--- src/rtl/imem_boot_loader_pkg.sv ---
// Shared types and constants for the instruction-memory boot loader.
// Frame layout: two header bytes (word count N, MSB first) then 4*N payload bytes.
package boot_pkg;

  typedef enum logic [2:0] {
    HDR_HI,
    HDR_LO,
    PAYLOAD,
    FLUSH,
    DONE,
    ERR
  } state_t;

  localparam int HDR_BYTES      = 2;
  localparam int BYTES_PER_WORD = 4;
  localparam int BYTE_W         = 8;
  localparam int WORD_W         = BYTE_W * BYTES_PER_WORD;

  // Bit offset of the byte lane that receives stream byte idx within a word.
  function automatic logic [4:0] lane_lsb(input logic [1:0] idx, input bit big_endian);
    logic [1:0] lane;
    lane = big_endian ? (2'(BYTES_PER_WORD - 1) - idx) : idx;
    return {lane, 3'b000};
  endfunction

endpackage

--- src/rtl/imem_boot_loader_if.sv ---
// Byte-stream input and instruction-memory write port of the boot loader.
// slave is the loader side; master is the stream source / memory side.
interface imem_boot_loader_if
  import boot_pkg::*;
#(
  parameter int ADDR_W = 8
);

  logic [BYTE_W-1:0] in_data;
  logic              in_valid;
  logic              in_ready;
  logic              imem_we;
  logic [ADDR_W-1:0] imem_addr;
  logic [WORD_W-1:0] imem_wdata;

  modport master (
    output in_data, in_valid,
    input  in_ready, imem_we, imem_addr, imem_wdata
  );

  modport slave (
    input  in_data, in_valid,
    output in_ready, imem_we, imem_addr, imem_wdata
  );

endinterface

--- src/rtl/imem_boot_loader_byte_packer.sv ---
// Packs accepted stream bytes into 32-bit words; word_vld flags the 4th byte
// combinationally, with word_dat already holding that byte in its lane.
module imem_boot_loader_byte_packer
  import boot_pkg::*;
#(
  parameter bit BIG_ENDIAN = 1'b1
) (
  input  logic              clk,
  input  logic              rst,
  input  logic              byte_vld,
  input  logic [BYTE_W-1:0] byte_dat,
  output logic              word_vld,
  output logic [WORD_W-1:0] word_dat
);

  logic [1:0]        idx_q;
  logic [WORD_W-1:0] word_q;

  always_comb begin
    word_dat = word_q;
    word_dat[lane_lsb(idx_q, BIG_ENDIAN) +: BYTE_W] = byte_dat;
  end

  assign word_vld = byte_vld && (idx_q == 2'(BYTES_PER_WORD - 1));

  always_ff @(posedge clk) begin
    if (rst) begin
      idx_q  <= '0;
      word_q <= '0;
    end else if (byte_vld) begin
      idx_q  <= idx_q + 2'd1;
      word_q <= word_dat;
    end
  end

endmodule

--- src/rtl/imem_boot_loader.sv ---
// Loads a framed byte stream into instruction memory from address 0, holding the core
// in reset until the final write commits; input is refused once the frame is complete.
module imem_boot_loader
  import boot_pkg::*;
#(
  parameter int ADDR_W     = 8,
  parameter bit BIG_ENDIAN = 1'b1
) (
  input  logic                clk,
  input  logic                rst,
  imem_boot_loader_if.slave   bus,
  output logic                core_rst,
  output logic                busy,
  output logic                done,
  output logic                err,
  output logic [15:0]         word_count
);

  localparam logic [16:0] DEPTH = 17'(2 ** ADDR_W);

  state_t            state_q, state_d;
  logic [15:0]       n_q;
  logic [15:0]       wc_q;
  logic [15:0]       wc_inc;
  logic [15:0]       hdr_n;
  logic              we_q;
  logic [ADDR_W-1:0] addr_q;
  logic [WORD_W-1:0] wdata_q;
  logic              core_rst_q;
  logic              accept;
  logic              word_vld;
  logic [WORD_W-1:0] word_dat;

  assign bus.in_ready = (state_q == HDR_HI) || (state_q == HDR_LO) || (state_q == PAYLOAD);
  assign accept       = bus.in_valid && bus.in_ready;
  assign hdr_n        = {n_q[15:8], bus.in_data};
  assign wc_inc       = wc_q + 16'd1;

  imem_boot_loader_byte_packer #(
    .BIG_ENDIAN (BIG_ENDIAN)
  ) u_packer (
    .clk      (clk),
    .rst      (rst),
    .byte_vld (accept && (state_q == PAYLOAD)),
    .byte_dat (bus.in_data),
    .word_vld (word_vld),
    .word_dat (word_dat)
  );

  always_comb begin
    state_d = state_q;
    case (state_q)
      HDR_HI:  if (accept) state_d = HDR_LO;
      HDR_LO: begin
        if (accept) begin
          if (hdr_n == 16'd0)               state_d = FLUSH;
          else if ({1'b0, hdr_n} > DEPTH)   state_d = ERR;
          else                              state_d = PAYLOAD;
        end
      end
      PAYLOAD: if (word_vld && (wc_inc == n_q)) state_d = FLUSH;
      // FLUSH exists only so the last write strobe lands before the core is released.
      FLUSH:   state_d = DONE;
      DONE:    state_d = DONE;
      ERR:     state_d = ERR;
      default: state_d = ERR;
    endcase
  end

  always_ff @(posedge clk) begin
    if (rst) begin
      state_q    <= HDR_HI;
      n_q        <= '0;
      wc_q       <= '0;
      we_q       <= 1'b0;
      addr_q     <= '0;
      wdata_q    <= '0;
      core_rst_q <= 1'b1;
    end else begin
      state_q <= state_d;
      we_q    <= word_vld;
      if (accept && (state_q == HDR_HI)) n_q[15:8] <= bus.in_data;
      if (accept && (state_q == HDR_LO)) n_q[7:0]  <= bus.in_data;
      if (word_vld) begin
        addr_q  <= wc_q[ADDR_W-1:0];
        wdata_q <= word_dat;
        wc_q    <= wc_inc;
      end
      if (state_d == DONE) core_rst_q <= 1'b0;
    end
  end

  assign bus.imem_we    = we_q;
  assign bus.imem_addr  = addr_q;
  assign bus.imem_wdata = wdata_q;
  assign core_rst       = core_rst_q;
  assign word_count     = wc_q;
  assign busy           = (state_q == HDR_HI) || (state_q == HDR_LO) ||
                          (state_q == PAYLOAD) || (state_q == FLUSH);
  assign done           = (state_q == DONE);
  assign err            = (state_q == ERR);

endmodule

--- src/flat_wrapper.sv ---
// flat-port wrapper written by rule: the top's interface ports become plain ports
module imem_boot_loader_flat import boot_pkg::*;
#(
  parameter int ADDR_W     = 8,
  parameter bit BIG_ENDIAN = 1'b1
)
  (clk, rst, core_rst, busy, done, err, word_count, bus_in_data, bus_in_valid, bus_in_ready, bus_imem_we, bus_imem_addr, bus_imem_wdata);
  imem_boot_loader_if #(.ADDR_W(ADDR_W)) bus_i ();
  input  logic clk;
  input  logic rst;
  output logic core_rst;
  output logic busy;
  output logic done;
  output logic err;
  output logic [15:0] word_count;
  input wire logic [$bits(bus_i.in_data)-1:0] bus_in_data;
  input wire logic [$bits(bus_i.in_valid)-1:0] bus_in_valid;
  output wire logic [$bits(bus_i.in_ready)-1:0] bus_in_ready;
  output wire logic [$bits(bus_i.imem_we)-1:0] bus_imem_we;
  output wire logic [$bits(bus_i.imem_addr)-1:0] bus_imem_addr;
  output wire logic [$bits(bus_i.imem_wdata)-1:0] bus_imem_wdata;
  assign bus_i.in_data = bus_in_data;
  assign bus_i.in_valid = bus_in_valid;
  assign bus_in_ready = bus_i.in_ready;
  assign bus_imem_we = bus_i.imem_we;
  assign bus_imem_addr = bus_i.imem_addr;
  assign bus_imem_wdata = bus_i.imem_wdata;
  imem_boot_loader #(.ADDR_W(ADDR_W), .BIG_ENDIAN(BIG_ENDIAN)) u_core (.clk(clk), .rst(rst), .bus(bus_i), .core_rst(core_rst), .busy(busy), .done(done), .err(err), .word_count(word_count));
endmodule
--- config.mk ---
export PLATFORM = sky130hd
export DESIGN_NAME = imem_boot_loader_flat
export DESIGN_NICKNAME = d
export VERILOG_FILES = /design/src/rtl/imem_boot_loader_pkg.sv /design/src/rtl/imem_boot_loader_if.sv /design/src/rtl/imem_boot_loader_byte_packer.sv /design/src/rtl/imem_boot_loader.sv /design/src/flat_wrapper.sv
export SDC_FILE = /design/constraint.sdc
export NUM_CORES = 1
export LEC_CHECK = 0
export CAP_MARGIN = 15
export CORE_ASPECT_RATIO = 0.9
export CORE_MARGIN = 3
export CORE_UTILIZATION = 45
export DETAILED_ROUTE_END_ITERATION = 10
export GPL_TIMING_DRIVEN = 1
export PLACE_DENSITY = 0.74
export SYNTH_ARGS = -nofsm -noshare
export SYNTH_HDL_FRONTEND = slang
export SYNTH_SLANG_ARGS = --single-unit
--- constraint.sdc ---
create_clock -name clk -period 5.79 [get_ports clk]
set_input_delay 0.8685 -clock clk [delete_from_list [all_inputs] [get_ports clk]]
set_output_delay 0.8685 -clock clk [all_outputs]
set_load 0.005 [all_outputs]
Word-level counts from Yosys, hierarchy flattened
Index checks and enable logic that the tools add are counted.
{ "classes": {"add_sub_neg": 4, "mul": 0, "div": 0, "magnitude_cmp": 1, "eq_ne": 8, "shifts": 2, "mux": 7, "bitwise": 0, "reduce_logical": 12} }
{ "ops": {"columns": ["cell", "n"], "rows": [
  ["bitwise mux 32 bit", 1],
  ["variable shift 8 x 7 -> 32 bit (first input constant)", 1],
  ["indexed part select 8 x 7 -> 32 bit", 1],
  ["adder 16 x 1 -> 16 bit (second input constant)", 1],
  ["equality test 16 bit", 1],
  ["> comparator 16 x 9 -> 1 bit (second input constant)", 1],
  ["logical NOT 16 bit", 1],
  ["two-way mux 3 bit", 5],
  ["case mux 3 bit (4 select lines)", 1],
  ["equality test 3 bit (second input constant)", 3],
  ["negator 5 -> 7 bit", 1],
  ["equality test 3 x 2 -> 1 bit (second input constant)", 2],
  ["logical AND 1 bit", 6],
  ["equality test 3 x 1 -> 1 bit (second input constant)", 1],
  ["logical NOT 3 bit", 1],
  ["logical OR 1 bit", 3],
  ["adder 2 x 1 -> 2 bit (second input constant)", 1],
  ["equality test 2 bit (second input constant)", 1],
  ["OR reduction 2 bit", 1],
  ["subtractor 2 bit (first input constant)", 1]
]} }
{ "word_totals": {"ff_bits": 111, "latch_bits": 0, "ram_bits": 0, "mem_bits_ro": 0, "inputBits": 11, "out_inout_bits": 62, "elab_cells": 44, "memories": 0} }

Longest topological paths before layout
Gate-level depths: netlist of run 1.
{ "depth": {"word_depth": 10, "mapped_depth": 9, "depth_no_buf": 7} }

Cells and area by module
A second synthesis of run 1 with hierarchy kept.
{ "unflattened": {"cells_unflattened": 599, "area_unflattened_um2": 5177.5} }
{ "modules_own_cells": {"columns": ["mod", "n_inst", "cells_per_inst", "area_each_um2", "seq_area_each_um2"], "rows": [
  ["imem_boot_loader", 1, 395, 3450.8, 1541.5],
  ["imem_boot_loader_byte_packer", 1, 204, 1726.7, 680.7]
]} }

Worst setup path before layout of run 1
OpenSTA, ideal clock, no wires.
{ "synth_path": {"path_type": "input port to flip-flop", "start": "input bus_in_valid", "end": "register u_core.state_q[0]", "setup_time_ns": 0.075, "t_arrival_ns": 2.194, "path_slack_ns": 3.521, "cell_stages": 7, "n_path_buf": 1, "cell_sequence": "and4bb_1 buf_2 nand2_2 or4_1 nor4_1 nand4_1 o22ai_1"} }
{ "synth_via": {"elab_chain_len": 6, "word_cells_on_any_way": 8, "classes_between": "4 x mux; 4 x reduce/logical"} }
{ "synth_lines": {"columns": ["item", "line_no", "text"], "rows": [
  ["start: declaration", "flat_wrapper.sv:17", "input wire logic [$bits(bus_i.in_valid)-1:0] bus_in_valid;"],
  ["logical AND 1 bit (*)", "imem_boot_loader.sv:35", "assign accept = bus.in_valid && bus.in_ready;"],
  ["logical AND 1 bit", "imem_boot_loader.sv:44", ".byte_vld (accept && (state_q == PAYLOAD)),"],
  ["logical AND 1 bit", "imem_boot_loader_byte_packer.sv:24", "assign word_vld = byte_vld && (idx_q == 2'(BYTES_PER_WORD - 1));"],
  ["logical AND 1 bit", "imem_boot_loader.sv:61", "PAYLOAD: if (word_vld && (wc_inc == n_q)) state_d = FLUSH;"],
  ["two-way mux 3 bit", "imem_boot_loader.sv:61", null],
  ["case mux 3 bit (4 select lines) (*)", "imem_boot_loader.sv:52", "case (state_q)"],
  ["end signal: assignment", "imem_boot_loader.sv:80", "state_q <= state_d;"],
  ["end: declaration", "imem_boot_loader.sv:21", "state_t state_q, state_d;"]
]} }
Mark *: on every way between the ends. The rest lies on a longest branch, timed or not.
A chain may end at the register's enable or synchronous reset.

Worst setup path after layout of run 1
{ "layout_path": {"start": "input bus_in_valid", "end": "register u_core.wdata_q[30] (netlist: u_core.bus.imem_wdata[30])"} }
{ "layout_via": {"elab_chain_len": 3} }
{ "layout_lines": {"columns": ["item", "line_no", "text"], "rows": [
  ["logical AND 1 bit", "imem_boot_loader.sv:35", null],
  ["logical AND 1 bit", "imem_boot_loader.sv:44", null],
  ["logical AND 1 bit", "imem_boot_loader_byte_packer.sv:24", null],
  ["end signal: assignment", "imem_boot_loader.sv:86", "wdata_q <= word_dat;"],
  ["end: declaration", "imem_boot_loader.sv:28", "logic [WORD_W-1:0] wdata_q;"]
]} }
Every way passes these cells.

==> reports/results.ini, run 1 <==
[outcome]
outcome = complete, no violations

[sta]
clock_skew_ns = 0.007876
grt_setup_unrepaired = false
hold_violations = 0
layout_worst_path_cycle_share_pct = 61.99
setup-violations-final = 0
fin_ws_ns = 2.201
final_max_slew_viol_count = 0
final.setup.tns_ns = 0
hold_slack_ns = 0.4552
max_clock_freq_mhz = 278.6
timing.final.crit_period_ns = 3.589
worst_slew_pin_slew_ns = 1.115
relSlewSlack_pct = 25.66

[global_routing]
grt_start_max_net_pins = 113
grt_first_pass_wirelength_um = 20030
antenna_found_initial = 0
grt_pass1_vias = 4202
globalRoute.totalOverflow = 0
grt_util_all_layers_pct = 19.79

[die]
floorplan.initialDensity_pct = 47.27
die_area_sq_um = 12340
die_height_um = 105.7
core_area_sq_um = 10510
floorplan.io_pins = 73
die_x_um = 116.8
rows = 35

[setup_path]
ff2ff_path_depth = 6
worst_setup_path_endpoint = u_core.bus.imem_wdata[30]
crit_path_max_incr_delay_ns = 0.64
crit_path_frequent_cell = sky130_fd_sc_hd__buf_4
worst_r2r_endpoint = u_core.bus.imem_wdata[30]
crit_start = bus_in_valid
rrSetupSlack_ns = 2.78
start_kind = input pin
endpoint_kind = flop
crit-reg2reg-launch = u_core.state_q[1]
path_max_fanout = 57
cp.required_ns = 6.04
critical_path_cell_count = 7
worstPathCellList = clkdlybuf4s50_1 -> and4bb_2 -> buf_4 -> and2_2 -> buf_4 -> nor2_1 -> a211oi_1
critical-path-slowest-cell = sky130_fd_sc_hd__and2_2
cp_top_family = buffers and inverters
critPathKind = input pin to flop
critical_path_buf_inv_count = 3
worst_path_arrival_time_ns = 3.84

[clocking]
post_cts_hold_buffer_count = 0
cts_max_level = 3
insertion_delay_ns = 0.35
cts.clk_slew.worst_paths_ns = 0.07
cts_setup_buffers = 0
cts_buffers = 9
cts_tree = done
clock_tree.root_cell = sky130_fd_sc_hd__clkbuf_16
clock_sink_count = 111
cts.repair.resized = 0
cts_buffer_depth = 2

[routing]
wire_per_inst_um = 15.33
detailedRoute.firstIterationViolations = 300
drcViolationCount = 0
detail_route.vias_per_cell = 5.572
drt_antenna_net_count = 0
via_count = 4357
finalWirelength_um = 11990
firstDrtPassIters = 4

[placement]
port-buffer-count = 72
post-dp-hpwl_um = 8106
cell_area_after_placement_sq_um = 5702
finalWeightedCongestion = 0.8819
place_ws_ns = 1.893

[yosys]
postSynthNetCount = 623
post_synth_instance_area_sq_um = 4969
synth_area_leaders = sky130_fd_sc_hd__dfxtp_1, sky130_fd_sc_hd__a211oi_1, sky130_fd_sc_hd__nor2_1
syn-mean-instance-area_sq_um = 8.199
yosysMostFrequentCell = sky130_fd_sc_hd__dfxtp_1
synth_largest_area_cell = sky130_fd_sc_hd__dfxtp_1
synth.top_cells.by_count = sky130_fd_sc_hd__dfxtp_1, sky130_fd_sc_hd__nor2_1, sky130_fd_sc_hd__a21oi_1
synth_seq_cells = 111
async_set_or_reset_flop_fraction_in_the_synthesized_netlist_pct = 0
synth_edf_count = 0
synth_top_area_share_pct = 44.72
synth.yosys.seq_area_share_pct = 44.72
synth.yosys.warnings = 0
netlist_instances = 606
synthDistinctLibCells = 47
synth_ff_type = sky130_fd_sc_hd__dfxtp_1

[min_path]
holdCritPathClass = flop to flop

[finish]
antenna-diode-count = 0
syn_to_final_growth_pct = 20.73
fin_nets = 665
stdcell_area_sq_um = 5998
share_of_final_layout_standard_cells_stronger_than_drive_strength_1_pct = 3.982

[power_and_ir_drop]
clkPwrFrac_pct = 40.2
vdd.ir_drop.worst_v = 0.0001717
seq_power_share_pct = 51.6
internal_portion_of_total_power_mw = 1.171
total_switching_power_mw = 0.3782
comb_power_share_pct = 8.1
power.static_leakage_nw = 1.951
netSwitchingFraction_pct = 24.42
power-per-cell-area_nw_per_um2 = 258.2

[flow_run]
max-cap-violations = 0

## layout make-up
| type | count | area [sq um] |
|---|---|---|
| clock buffers | 10 | 229.0 |
| clock inverters | 6 | 67.56 |
| fillers | 954 | 4512 |
| inverters | 8 | 30.03 |
| multi-input cells | 443 | 2547 |
| flip-flops and latches | 111 | 2222 |
| well taps | 129 | 161.4 |
| repair buffers | 75 | 740.7 |
## stage by stage
step	power, mW	util (%)	cells
3_3_place_gp	0.9384	54.25	766
6_report	1.549	57.07	782
4_1_cts	1.556	57.07	782
2_1_floorplan	0.8993	-	606
3_5_place_dp	0.9430	54.25	766
5_1_grt	1.605	57.07	782
## registers in the layout, summed over array words and instances, names as in the netlist
signal and cells:
u_core.bus.imem_wdata 32, u_core.u_packer.word_q 32, u_core.n_q 16, u_core.word_count 16, u_core.bus.imem_addr 8, u_core.state_q 3
u_core.u_packer.idx_q 2, u_core.bus.imem_we 1, u_core.core_rst 1
## worst min path at each step
stage                     slack, ns  cells after the start                     from                       to
after floorplan                0.45                      2            u_core.n_q[3]            u_core.n_q[3]
after global placement         0.45                      2  u_core.bus.imem_addr[3]  u_core.bus.imem_addr[3]
after detailed placement       0.45                      2  u_core.bus.imem_addr[3]  u_core.bus.imem_addr[3]
after CTS                      0.46                      2  u_core.bus.imem_addr[3]  u_core.bus.imem_addr[3]
after global routing           0.49                      2  u_core.bus.imem_addr[2]  u_core.bus.imem_addr[2]
final                          0.46                      2  u_core.bus.imem_addr[3]  u_core.bus.imem_addr[3]
## layout by cell type (no fill, tap or decap), types with 3 or more instances in the layout
master and n:
sky130_fd_sc_hd__buf_4 4, sky130_fd_sc_hd__and4_1 4, sky130_fd_sc_hd__clkdlybuf4s50_1 71, sky130_fd_sc_hd__o21ai_1 3
sky130_fd_sc_hd__nor2b_1 33, sky130_fd_sc_hd__nor2_1 93, sky130_fd_sc_hd__nor4_1 3, sky130_fd_sc_hd__clkbuf_16 9
sky130_fd_sc_hd__xnor2_1 19, sky130_fd_sc_hd__nand4_1 7, sky130_fd_sc_hd__nand3_1 11, sky130_fd_sc_hd__a211oi_1 65
sky130_fd_sc_hd__xor2_1 12, sky130_fd_sc_hd__dfxtp_1 111, sky130_fd_sc_hd__or4_1 4, sky130_fd_sc_hd__inv_1 8
sky130_fd_sc_hd__nand2b_1 3, sky130_fd_sc_hd__and3_1 3, sky130_fd_sc_hd__o22ai_1 4, sky130_fd_sc_hd__nor3_1 10
sky130_fd_sc_hd__nand2_1 65, sky130_fd_sc_hd__a21oi_1 68, sky130_fd_sc_hd__ha_1 6
## power groups by stage
stage	Sequential (mW)	Clock, mW	Combinational [mW]
2_1_floorplan	0.809	0	0.0908
3_3_place_gp	0.816	0	0.123
3_5_place_dp	0.817	0	0.126
4_1_cts	0.799	0.631	0.126
5_1_grt	0.802	0.661	0.141
6_report	0.800	0.623	0.126
## cell families after synthesis
logic type,share of synthesized area [%]
adder cells (fa/ha/maj),1.511
AO/OA/AOI/OAI,19.84
XOR/XNOR,5.465
AND/OR/NAND/NOR,23.55
multiplexers,0.8813
flip-flops,44.72
buffers and inverters,4.029
## per-layer routing
metal | up-vias | global-route usage, % | wire length (um)
met3 | 17 | 5.396 | 720
met5 | - | 0 | 0
met2 | 124 | 31.11 | 5524
met4 | 0 | 5.897 | 161
met1 | 2011 | 26.42 | 5583
li1 | 2205 | - | -
## tightest hold or removal path: stages (launching register included)
cell                      delay (ns)
sky130_fd_sc_hd__dfxtp_1        0.31
sky130_fd_sc_hd__nand2_1        0.05
sky130_fd_sc_hd__a21oi_1        0.05
(Power assumes the default switching activity.)
==> run 2: changes to the inputs <==
==> constraint.sdc (replaced) <==
create_clock -name clk -period 3.58 [get_ports clk]
set_input_delay 0.537 -clock clk [delete_from_list [all_inputs] [get_ports clk]]
set_output_delay 0.537 -clock clk [all_outputs]
set_load 0.005 [all_outputs]
==> run 2 against run 1 <==
  * Wire length rose by 1.5%
  * Via count rose by 1.4%
  * Critical path depth unchanged
  * Worst setup slack got worse by 1.1 ns
  * Critical endpoint is now u_core.state_q[0]
==> reports/results.ini, run 2 (synthesized netlist as in run 1, its figures left out) <==
[setup_path]
endpoint_kind = flop  ; unchanged
crit_path_max_incr_delay_ns = 0.59  ; was 0.64 ns
start_kind = input pin  ; unchanged
crit_start = bus_in_valid  ; unchanged
worstPathCellList = clkdlybuf4s50_1 -> and4bb_2 -> nand2_2 -> or4_1 -> nor4_1 -> nand4_1 -> o22ai_1  ; was clkdlybuf4s50_1 -> and4bb_2 -> buf_4 -> and2_2 -> buf_4 -> nor2_1 -> a211oi_1
crit-reg2reg-launch = u_core.u_packer.idx_q[0]  ; was u_core.state_q[1]
critical-path-slowest-cell = sky130_fd_sc_hd__clkdlybuf4s50_1  ; was sky130_fd_sc_hd__and2_2
critPathKind = input pin to flop  ; unchanged
cp.required_ns = 3.86  ; was 6.04 ns
worst_path_arrival_time_ns = 2.74  ; was 3.84 ns
path_max_fanout = 18  ; was 57

[finish]
stdcell_area_sq_um = 6086  ; was 5998 sq um
layoutNonFillerInstCount = 792  ; was 782
antenna-diode-count = 0  ; unchanged
share_of_final_layout_standard_cells_stronger_than_drive_strength_1_pct = 5.430  ; was 3.982%
syn_to_final_growth_pct = 22.49  ; was 20.73%
final_cell_mix = sky130_fd_sc_hd__dfxtp_1, sky130_fd_sc_hd__nor2_1, sky130_fd_sc_hd__clkdlybuf4s50_1  ; unchanged
utilization_pct = 57.90  ; was 57.07%
fin_nets = 675  ; was 665
mostFrequentLayoutCell = sky130_fd_sc_hd__dfxtp_1  ; unchanged

[clocking]
clock_sink_count = 111  ; unchanged
cts_buffer_depth = 2  ; unchanged
post_cts_hold_buffer_count = 0  ; unchanged
cts.repair.resized = 0  ; unchanged
cts_tree = done  ; unchanged
cts.clk_slew.worst_paths_ns = 0.07  ; about the same
clock_tree.root_cell = sky130_fd_sc_hd__clkbuf_16  ; unchanged
cts_setup_buffers = 0  ; unchanged
insertion_delay_ns = 0.35  ; about the same
cts_buffers = 9  ; unchanged
cts_max_level = 3  ; unchanged

[sta]
hold_violations = 0  ; unchanged
fin_ws_ns = 1.117  ; was 2.201 ns
worst_slew_pin_slew_ns = 0.8966  ; was 1.115 ns
hold_slack_ns = 0.4574  ; was 0.4552 ns
setup-violations-final = 0  ; unchanged
max_clock_freq_mhz = 406.0
timing.final.crit_period_ns = 2.463
grt_setup_unrepaired = false  ; unchanged
final_max_slew_viol_count = 0  ; unchanged
final.setup.tns_ns = 0  ; unchanged
layout_worst_path_cycle_share_pct = 68.81
relSlewSlack_pct = 39.76  ; was 25.66%
clock_skew_ns = 0.006361  ; was 0.007876 ns

[die]
die_area_sq_um = 12340  ; unchanged
floorplan.initialDensity_pct = 47.27  ; unchanged
die_x_um = 116.8  ; unchanged
die_height_um = 105.7  ; unchanged
core_area_sq_um = 10510  ; unchanged
rows = 35  ; unchanged
floorplan.io_pins = 73  ; unchanged

[routing]
detail_route.vias_per_cell = 5.576  ; was 5.572
detailedRoute.firstIterationViolations = 331  ; was 300
firstDrtPassIters = 4  ; unchanged
wire_per_inst_um = 15.37  ; was 15.33 um
finalWirelength_um = 12170  ; was 11,990 um
drt_antenna_net_count = 0  ; unchanged
drcViolationCount = 0  ; unchanged
via_count = 4416  ; was 4,357

[global_routing]
antenna_found_initial = 0  ; unchanged
grt_util_all_layers_pct = 20.42  ; was 19.79%
globalRoute.totalOverflow = 0  ; unchanged
grt_start_max_net_pins = 77  ; was 113
grt_first_pass_wirelength_um = 20360  ; was 20,030 um
grt_pass1_vias = 4148  ; was 4,202

[min_path]
holdCritPathClass = flop to flop  ; unchanged
min-delay-start = u_core.bus.imem_addr[3]  ; unchanged

[placement]
cell_area_after_placement_sq_um = 5777  ; was 5702 sq um
place_ws_ns = 0.7810  ; was 1.893 ns
port-buffer-count = 72  ; unchanged
post-dp-hpwl_um = 8275  ; was 8106 um
numPlacedInstances = 776  ; was 766
finalWeightedCongestion = 0.8557  ; was 0.8819

[power_and_ir_drop]
power-per-cell-area_nw_per_um2 = 419.6  ; was 258.2 nW/um^2
power_mw = 2.554  ; was 1.549 mW
power.static_leakage_nw = 2.008  ; was 1.951 nW
vdd.ir_drop.worst_v = 0.0002700  ; was 0.0001717 V

[flow_run]
max-cap-violations = 0  ; unchanged

[outcome]
outcome = complete, no violations  ; unchanged

[run 2: cell types whose count changed in the layout (fill, tap and decap cells not counted), sizes merged]
cell,change
buf,+10
clkbuf,+2
clkinvlp,-1
inv,-1
[run 2: cell type report]
| cell class | instances | area, sq um |
|---|---|---|
| timing repair buffer | 85 | 815.8 |
| sequential | 111 | 2222 |
| tap | 129 | 161.4 |
| clock inverter | 4 | 52.55 |
| fill | 962 | 4424 |
| multi-input combinational | 443 | 2547 |
| inverter | 8 | 30.03 |
| clock buffer | 12 | 256.5 |
[run 2: worst paths after layout]
check / to / slack [ns] / cells past startpoint
max: u_core.state_q[0] / 1.12 / 7
min: u_core.bus.imem_addr[3] / 0.46 / 2
max reg2reg: u_core.bus.imem_wdata[7] / 1.17 / 5
min reg2reg: u_core.bus.imem_addr[3] / 0.46 / 2
[run 2: critical path, delay by kind of cell]
kind | cells | cell delay [ns]
simple gates | 5 | 1.46
buf+inv | 1 | 0.59
compound gates | 1 | 0.14
[run 2: report_power, final]
group	total, mW	internal [mW]	switching (mW)
combinational	0.215	0.0897	0.126
sequential	1.29	1.26	0.0305
clock	1.04	0.584	0.460
total	2.55	1.94	0.616
[run 2: per-layer routing]
metal	vias up	GRT usage, %	wire (um)
met2	115	32.49	5705
met5	-	0	0
met1	2072	27.37	5616
met4	0	6.634	198
met3	14	4.420	654
li1	2215	-	-
